`src/rtl/uart_pkg.sv`:
```
// Shared types and defaults for the UART transmit controller.
// The optional parity stage is selected at build time with UART_TX_PARITY_EN.
package uart_pkg;

  localparam int DVSR_W = 11;
  localparam int DBIT_DEFAULT = 8;
  localparam int OVS_DEFAULT = 16;
  localparam int SB_TICK_DEFAULT = 16;
  localparam logic [DVSR_W-1:0] DVSR_RST_DEFAULT = 11'd53;

  typedef enum logic [2:0] {
    IDLE   = 3'd0,
    START  = 3'd1,
    DATA   = 3'd2,
    PARITY = 3'd3,
    STOP   = 3'd4
  } tx_state_t;

  // Even parity over the data bits; callers zero-extend narrower words.
  function automatic logic even_parity(input logic [31:0] d);
    return ^d;
  endfunction

endpackage

```
`src/rtl/uart_tx_ctrl_if.sv`:
```
// Requester handshake and divisor-write bundle between the bus-side UART
// registers (master) and the transmit controller (slave).
interface uart_tx_ctrl_if
  import uart_pkg::*;
#(
  parameter int NUM_REQ = 2,
  parameter int DBIT    = DBIT_DEFAULT
);

  logic [NUM_REQ-1:0]      req_valid;
  logic [NUM_REQ*DBIT-1:0] req_data;
  logic [NUM_REQ-1:0]      req_ready;
  logic [DVSR_W-1:0]       dvsr_wdata;
  logic                    dvsr_we;

  modport master (
    output req_valid, req_data, dvsr_wdata, dvsr_we,
    input  req_ready
  );

  modport slave (
    input  req_valid, req_data, dvsr_wdata, dvsr_we,
    output req_ready
  );

endinterface

```
`src/rtl/rr_arbiter.sv`:
```
// Round-robin arbiter: grants the lowest requesting index at or after the
// rotating pointer; the pointer moves past the winner only when enabled.
module rr_arbiter #(
  parameter  int NUM_REQ = 2,
  localparam int IW      = (NUM_REQ > 1) ? $clog2(NUM_REQ) : 1
) (
  input  logic               clk,
  input  logic               reset_n,
  input  logic [NUM_REQ-1:0] req,
  input  logic               en,
  output logic [NUM_REQ-1:0] gnt,
  output logic [IW-1:0]      gnt_idx,
  output logic               any
);

  logic [IW-1:0] ptr_r;
  logic [IW-1:0] idx_s;
  logic          found_s;

  // Search requests starting from the pointer, wrapping once around.
  always_comb begin
    int j;
    idx_s   = '0;
    found_s = 1'b0;
    j       = 0;
    for (int k = 0; k < NUM_REQ; k++) begin
      j = int'(ptr_r) + k;
      if (j >= NUM_REQ) begin
        j = j - NUM_REQ;
      end else begin
        j = j;
      end
      if (!found_s && req[j]) begin
        found_s = 1'b1;
        idx_s   = IW'(j);
      end else begin
        found_s = found_s;
      end
    end
  end

  // One-hot grant, only while the owner allows arbitration.
  always_comb begin
    if (en && found_s) begin
      gnt = {{(NUM_REQ-1){1'b0}}, 1'b1} << idx_s;
    end else begin
      gnt = '0;
    end
    gnt_idx = idx_s;
    any     = found_s;
  end

  // Rotating pointer register.
  always_ff @(posedge clk or negedge reset_n) begin
    if (!reset_n) begin
      ptr_r <= '0;
    end else if (en && found_s) begin
      ptr_r <= (idx_s == IW'(NUM_REQ - 1)) ? '0 : idx_s + IW'(1);
    end else begin
      ptr_r <= ptr_r;
    end
  end

endmodule

```
`src/rtl/uart_tx_ctrl.sv`:
```
// UART transmit controller: arbitrates requesters, serialises 8N1 frames off
// the oversampling tick and owns the baud divisor. Parity via UART_TX_PARITY_EN.
module uart_tx_ctrl
  import uart_pkg::*;
#(
  parameter  int                NUM_REQ  = 2,
  parameter  int                DBIT     = DBIT_DEFAULT,
  parameter  int                OVS      = OVS_DEFAULT,
  parameter  int                SB_TICK  = SB_TICK_DEFAULT,
  parameter  logic [DVSR_W-1:0] DVSR_RST = DVSR_RST_DEFAULT,
  localparam int                IW       = (NUM_REQ > 1) ? $clog2(NUM_REQ) : 1
) (
  input  logic              clk,
  input  logic              reset_n,
  uart_tx_ctrl_if.slave     bus,
  output logic [DVSR_W-1:0] dvsr,
  input  logic              tick,
  output logic              tx,
  output logic              busy,
  output logic [IW-1:0]     grant_id
);

  localparam int         NW        = (DBIT > 1) ? $clog2(DBIT) : 1;
  localparam logic [3:0] S_LAST    = 4'(OVS - 1);
  localparam logic [3:0] STOP_LAST = 4'(SB_TICK - 1);
  localparam logic [NW-1:0] N_LAST = NW'(DBIT - 1);
`ifdef UART_TX_PARITY_EN
  localparam tx_state_t AFTER_DATA = PARITY;
`else
  localparam tx_state_t AFTER_DATA = STOP;
`endif

  tx_state_t          state_r, state_s;
  logic [3:0]         s_r, s_s;
  logic [NW-1:0]      n_r, n_s;
  logic [DBIT-1:0]    shift_r, shift_s;
  logic [DBIT-1:0]    sel_data_s;
  logic               tx_r, tx_s;
  logic               busy_r;
  logic [IW-1:0]      grant_id_r;
  logic [DVSR_W-1:0]  dvsr_r, pend_r;
  logic               pend_v_r;
  logic [NUM_REQ-1:0] gnt_s;
  logic [IW-1:0]      idx_s;
  logic               any_s;
  logic               arb_en_s;
  logic               grant_s;
  logic               entering_idle_s;
`ifdef UART_TX_PARITY_EN
  logic               par_r;
`endif

  assign arb_en_s        = (state_r == IDLE);
  assign grant_s         = arb_en_s && any_s;
  assign entering_idle_s = (state_r != IDLE) && (state_s == IDLE);

  rr_arbiter #(.NUM_REQ(NUM_REQ)) u_arb (
    .clk     (clk),
    .reset_n (reset_n),
    .req     (bus.req_valid),
    .en      (arb_en_s),
    .gnt     (gnt_s),
    .gnt_idx (idx_s),
    .any     (any_s)
  );

  // Accept pulse is combinational so the winner sees it in the granting cycle.
  always_comb begin
    if (reset_n) begin
      bus.req_ready = gnt_s;
    end else begin
      bus.req_ready = '0;
    end
  end

  // Byte of the current winner.
  always_comb begin
    sel_data_s = '0;
    for (int i = 0; i < NUM_REQ; i++) begin
      if (gnt_s[i]) begin
        sel_data_s = bus.req_data[i*DBIT +: DBIT];
      end else begin
        sel_data_s = sel_data_s;
      end
    end
  end

  // Frame sequencer: next state, tick counter, bit counter and shifter.
  always_comb begin
    state_s = state_r;
    s_s     = s_r;
    n_s     = n_r;
    shift_s = shift_r;
    case (state_r)
      IDLE: begin
        s_s = 4'd0;
        if (grant_s) begin
          state_s = START;
          n_s     = '0;
          shift_s = sel_data_s;
        end else begin
          state_s = IDLE;
        end
      end
      START: begin
        if (tick) begin
          if (s_r == S_LAST) begin
            s_s     = 4'd0;
            n_s     = '0;
            state_s = DATA;
          end else begin
            s_s = s_r + 4'd1;
          end
        end else begin
          s_s = s_r;
        end
      end
      DATA: begin
        if (tick) begin
          if (s_r == S_LAST) begin
            s_s     = 4'd0;
            shift_s = {1'b0, shift_r[DBIT-1:1]};
            if (n_r == N_LAST) begin
              state_s = AFTER_DATA;
            end else begin
              n_s = n_r + NW'(1);
            end
          end else begin
            s_s = s_r + 4'd1;
          end
        end else begin
          s_s = s_r;
        end
      end
`ifdef UART_TX_PARITY_EN
      PARITY: begin
        if (tick) begin
          if (s_r == S_LAST) begin
            s_s     = 4'd0;
            state_s = STOP;
          end else begin
            s_s = s_r + 4'd1;
          end
        end else begin
          s_s = s_r;
        end
      end
`endif
      STOP: begin
        if (tick) begin
          if (s_r == STOP_LAST) begin
            s_s     = 4'd0;
            state_s = IDLE;
          end else begin
            s_s = s_r + 4'd1;
          end
        end else begin
          s_s = s_r;
        end
      end
      default: begin
        state_s = IDLE;
        s_s     = 4'd0;
      end
    endcase
  end

  // Line level for the upcoming cycle, registered so tx is glitch-free.
  always_comb begin
    case (state_s)
      IDLE:    tx_s = 1'b1;
      START:   tx_s = 1'b0;
      DATA:    tx_s = shift_s[0];
`ifdef UART_TX_PARITY_EN
      PARITY:  tx_s = par_r;
`endif
      STOP:    tx_s = 1'b1;
      default: tx_s = 1'b1;
    endcase
  end

  // Sequencer and output registers.
  always_ff @(posedge clk or negedge reset_n) begin
    if (!reset_n) begin
      state_r    <= IDLE;
      s_r        <= 4'd0;
      n_r        <= '0;
      shift_r    <= '0;
      tx_r       <= 1'b1;
      busy_r     <= 1'b0;
      grant_id_r <= '0;
    end else begin
      state_r    <= state_s;
      s_r        <= s_s;
      n_r        <= n_s;
      shift_r    <= shift_s;
      tx_r       <= tx_s;
      busy_r     <= (state_s != IDLE);
      grant_id_r <= grant_s ? idx_s : grant_id_r;
    end
  end

`ifdef UART_TX_PARITY_EN
  // Parity is fixed at accept time, before the shifter consumes the byte.
  always_ff @(posedge clk or negedge reset_n) begin
    if (!reset_n) begin
      par_r <= 1'b0;
    end else if (grant_s) begin
      par_r <= even_parity(32'(sel_data_s));
    end else begin
      par_r <= par_r;
    end
  end
`endif

  // Divisor: writes during a frame (or its granting cycle) wait for IDLE entry.
  always_ff @(posedge clk or negedge reset_n) begin
    if (!reset_n) begin
      dvsr_r   <= DVSR_RST;
      pend_r   <= '0;
      pend_v_r <= 1'b0;
    end else if (entering_idle_s) begin
      if (bus.dvsr_we) begin
        dvsr_r <= bus.dvsr_wdata;
      end else if (pend_v_r) begin
        dvsr_r <= pend_r;
      end else begin
        dvsr_r <= dvsr_r;
      end
      pend_v_r <= 1'b0;
    end else if (bus.dvsr_we) begin
      if (arb_en_s && !grant_s) begin
        dvsr_r <= bus.dvsr_wdata;
      end else begin
        pend_r   <= bus.dvsr_wdata;
        pend_v_r <= 1'b1;
      end
    end else begin
      dvsr_r <= dvsr_r;
    end
  end

  assign dvsr     = dvsr_r;
  assign tx       = tx_r;
  assign busy     = busy_r;
  assign grant_id = grant_id_r;

endmodule

```
`src/flat_wrapper.sv`:
```
// flat-port wrapper written by rule: the top's interface ports become plain ports
module uart_tx_ctrl_flat import uart_pkg::*;
#(
  parameter  int                NUM_REQ  = 2,
  parameter  int                DBIT     = DBIT_DEFAULT,
  parameter  int                OVS      = OVS_DEFAULT,
  parameter  int                SB_TICK  = SB_TICK_DEFAULT,
  parameter  logic [DVSR_W-1:0] DVSR_RST = DVSR_RST_DEFAULT,
  localparam int                IW       = (NUM_REQ > 1) ? $clog2(NUM_REQ) : 1
)
  (clk, reset_n, dvsr, tick, tx, busy, grant_id, bus_req_valid, bus_req_data, bus_dvsr_wdata, bus_dvsr_we, bus_req_ready);
  uart_tx_ctrl_if #(.NUM_REQ(NUM_REQ), .DBIT(DBIT)) bus_i ();
  input  logic clk;
  input  logic reset_n;
  output logic [DVSR_W-1:0] dvsr;
  input  logic tick;
  output logic tx;
  output logic busy;
  output logic [IW-1:0] grant_id;
  input wire logic [$bits(bus_i.req_valid)-1:0] bus_req_valid;
  input wire logic [$bits(bus_i.req_data)-1:0] bus_req_data;
  input wire logic [$bits(bus_i.dvsr_wdata)-1:0] bus_dvsr_wdata;
  input wire logic [$bits(bus_i.dvsr_we)-1:0] bus_dvsr_we;
  output wire logic [$bits(bus_i.req_ready)-1:0] bus_req_ready;
  assign bus_i.req_valid = bus_req_valid;
  assign bus_i.req_data = bus_req_data;
  assign bus_i.dvsr_wdata = bus_dvsr_wdata;
  assign bus_i.dvsr_we = bus_dvsr_we;
  assign bus_req_ready = bus_i.req_ready;
  uart_tx_ctrl #(.NUM_REQ(NUM_REQ), .DBIT(DBIT), .OVS(OVS), .SB_TICK(SB_TICK), .DVSR_RST(DVSR_RST)) u_core (.clk(clk), .reset_n(reset_n), .bus(bus_i), .dvsr(dvsr), .tick(tick), .tx(tx), .busy(busy), .grant_id(grant_id));
endmodule
```
`config.mk`:
```
export PLATFORM = sky130hd
export DESIGN_NAME = uart_tx_ctrl_flat
export DESIGN_NICKNAME = d
export VERILOG_FILES = /design/src/rtl/uart_pkg.sv /design/src/rtl/uart_tx_ctrl_if.sv /design/src/rtl/rr_arbiter.sv /design/src/rtl/uart_tx_ctrl.sv /design/src/flat_wrapper.sv
export SDC_FILE = /design/constraint.sdc
export NUM_CORES = 1
export LEC_CHECK = 0
export BUFFER_PORTS_ARGS = -buffer_cell sky130_fd_sc_hd__clkbuf_2
export CORE_MARGIN = 3
export CORE_UTILIZATION = 58
export DETAILED_ROUTE_END_ITERATION = 8
export PLACE_DENSITY_LB_ADDON = 0.15
export SLEW_MARGIN = 5
export SYNTH_ARGS = -nofsm -noshare
export SYNTH_HDL_FRONTEND = slang
export SYNTH_HIERARCHICAL = 1
export SYNTH_SLANG_ARGS = --single-unit
```
`constraint.sdc`:
```
create_clock -name clk -period 5.8 [get_ports clk]
set_input_delay 1.16 -clock clk [delete_from_list [all_inputs] [get_ports clk]]
set_output_delay 1.16 -clock clk [all_outputs]
set_load 0.02 [all_outputs]
```
==> results.py <==
metrics = {
    "cts": {
        "cts_hold_buf": 0,
        "htree_num_levels": 2,
        "post_cts_buffers": 0,
        "clock_path_buffers": 2,
        "clk_pin_slew_ns": 0.08,
        "cts_tree": "yes",
        "clock_latency_ns": 0.29,
        "cts_buffers": 5,
        "cts_sinks": 45,
        "cts_resized": 0,
        "ctsRootBufferMaster": "clkbuf_8",
    },
    "timing": {
        "worst-slew-pin-transition_ns": 1.03,
        "max_freq_ghz": 0.297,
        "rsz0062_at_grt": "false",
        "hold_viol_final": 0,
        "setup_viol": 0,
        "finalClockSkew_ns": 0.00404,
        "setup_tns_ns": 0,
        "setup_slack_ns": 2.43,
        "finalCritPeriodShare": 0.581,
        "min_period_ns": 3.37,
        "slew-limit-headroom": 0.312,
        "slew_viol_final": 0,
    },
    "drt": {
        "detail_route.wl_per_cell_um": 15.4,
        "drt_drc_violations_left": 0,
        "routed_wl_um": 4330,
        "drtIter0Drc": 90,
        "drtPass1Iterations": 4,
        "vias": 1629,
        "ant_nets": 0,
        "via_per_inst": 5.80,
    },
    "grt": {
        "grt_util_all_layers": 0.188,
        "grt_first_pass_wirelength_um": 7400,
        "grt_max_degree": 48,
        "globalRouteOverflowTotal": 0,
        "antenna_found_initial": 0,
        "grt_pass1_vias": 1639,
    },
    "worst_setup_path": {
        "r2r_cells": 5,
        "arrival_ns": 2.21,
        "crit_path_start_kind": "flip-flop",
        "required_ns": 4.64,
        "cp-end-kind": "output port",
        "crit_path_max_fanout": 14,
        "path_class": "flip-flop to output port",
    },
    "die": {
        "coreArea_sq_mm": 0.00377,
        "io_pins": 49,
        "start_util": 0.617,
        "core.rowCount": 22,
        "die-height_um": 69.3,
        "fp.dieArea_sq_mm": 0.00481,
        "die_w_um": 69.3,
    },
    "synthesis": {
        "ys_types": 50,
        "postSynthAreaPerCell_sq_um": 12.5,
        "syn_area_sq_mm": 0.00233,
        "synth_edf_count": 0,
        "synthArstFlopShare": 1.00,
        "synth_ff_type": "dfrtp_1",
        "synth_warnings": 6,
        "synth_top_area_cell": "dfrtp_1",
        "syn_inst": 186,
        "synth-seq-cells": 45,
        "synth.area.top_cells": "dfrtp_1 (43%), mux2_2 (12%), mux2_4 (6.5%)",
        "synth_nets": 222,
        "seq_area_frac_synth": 0.487,
        "yosys.area.top_type_share": 0.430,
    },
    "power_and_ir_drop": {
        "total_leakage_power_nw": 1.20,
        "power.density_mw_per_mm2": 417,
        "irDropWorstVdd_uv": 260,
    },
    "layout": {
        "drive_gt1_frac": 0.464,
        "area_growth_pct": 13.9,
        "num-nets-final": 268,
        "antennaDiodeCount": 0,
        "layout.cells.non_filler": 281,
    },
    "place": {
        "io_buffers": 48,
        "post-dp-hpwl_um": 3150,
        "routabilityCongestion": 0.869,
        "dp.cells": 273,
        "dp_slack_ns": 2.53,
    },
    "outcome": {
        "status": "finished clean",
    },
    "job": {
        "max_cap_violations": 0,
    },
    "hold_path": {
        "hp-class": "flip-flop to flip-flop",
        "whs_path_depth": 1,
    },
}
==> per-layer routing <==
metal / track usage / share of wire / up-vias
met5: 0 / 0 / -
met4: 0.0477 / 0.0099 / 0
met3: 0.0493 / 0.046 / 6
met2: 0.305 / 0.50 / 43
met1: 0.252 / 0.45 / 803
li1: - / - / 777
==> area by class of cell <==
| class | instances | area [sq um] |
|---|---|---|
| flip-flops and latches | 45 | 1130 |
| fillers | 268 | 1120 |
| multi-input cells | 130 | 1110 |
| repair buffers | 49 | 248 |
| clock buffers | 6 | 82.6 |
| well taps | 48 | 60.1 |
| clock inverters | 2 | 13.8 |
| inverters | 1 | 3.75 |
==> stage by stage <==
step                cell area [sq um]  power, mW   util  hold WS [ns]
global placement                 2550      0.883  0.677         0.476
global route                     2650       1.17  0.703         0.528
floorplan                        2330      0.807      -         0.457
finish                           2650       1.11  0.703         0.502
detailed placement               2550      0.911  0.677         0.484
CTS                              2650       1.11  0.703         0.506
==> worst max-delay path, stage by stage, from the launching register on <==
cell and delay, ns:
dfrtp_1 0.54, or3_4 0.47, inv_1 0.16, and3_1 0.40, and2_1 0.18, clkbuf_2 0.16
==> cell families after synthesis <==
family                     Yosys count  synth area share
adders and majority gates            3            0.0161
buffers and inverters               11            0.0360
muxes                               37             0.194
xor gates and xnor gates             1           0.00377
DFF                                 45             0.487
AOI/OAI and AO/OA                   41             0.140
and+or+nand+nor                     48             0.123
==> cells in the mapped netlist, types with 2 or more instances <==
cell / number
buf_6: 2
nand2_1: 6
o21ai_0: 3
dfstp_2: 5
clkbuf_1: 2
mux2i_1: 2
a21oi_1: 9
and3_1: 3
a31oi_1: 2
buf_4: 2
nand2b_1: 3
dfrtp_1: 40
a22o_1: 2
a221o_1: 6
nand3_1: 2
a22oi_1: 7
nor2_1: 15
and2_1: 3
o31ai_1: 2
nor2b_1: 2
ha_1: 3
mux2_4: 10
buf_2: 3
or2_2: 2
mux2_2: 25
==> final timing paths <==
path                                   start                end  slack, ns
setup / recovery           u_core/state_r[2]   bus_req_ready[1]       2.43
hold / removal             u_core/shift_r[7]  u_core/shift_r[7]       0.50
setup reg to reg               u_core/s_r[0]     u_core/dvsr[1]       3.21
hold reg to reg            u_core/shift_r[7]  u_core/shift_r[7]       0.50
max in group asynchronous            reset_n  u_core/shift_r[3]       4.47
min in group asynchronous            reset_n      u_core/s_r[0]       0.93
==> layout by cell type (no fill, tap or decap), drive strengths merged, types with 4 or more instances in the layout <==
cell,synthesis,routed
a22oi,7,7
a21oi,10,10
dfrtp,40,40
nand2,6,6
mux2,35,35
and3,4,4
o21ai,4,4
clkbuf,2,54
dfstp,5,5
nor2,16,16
a221o,6,6
==> power breakdown <==
| group | leakage (nW) | switching (mW) | total, mW | internal, mW |
|---|---|---|---|---|
| registers | 0.544 | 0.0791 | 0.509 | 0.430 |
| clock network | 0.0512 | 0.103 | 0.199 | 0.0965 |
| logic | 0.607 | 0.201 | 0.397 | 0.196 |
==> sequential cells by signal, summed over array words and instances (netlist names) <==
signal and flops:
u_core/busy 1, u_core/dvsr 11, u_core/grant_id 1, u_core/n_r 3, u_core/pend_r 11, u_core/pend_v_r 1
u_core/s_r 4, u_core/shift_r 8, u_core/state_r 3, u_core/tx 1, u_core/u_arb/ptr_r 1
Note: power is estimated with default switching activity, not from simulation.
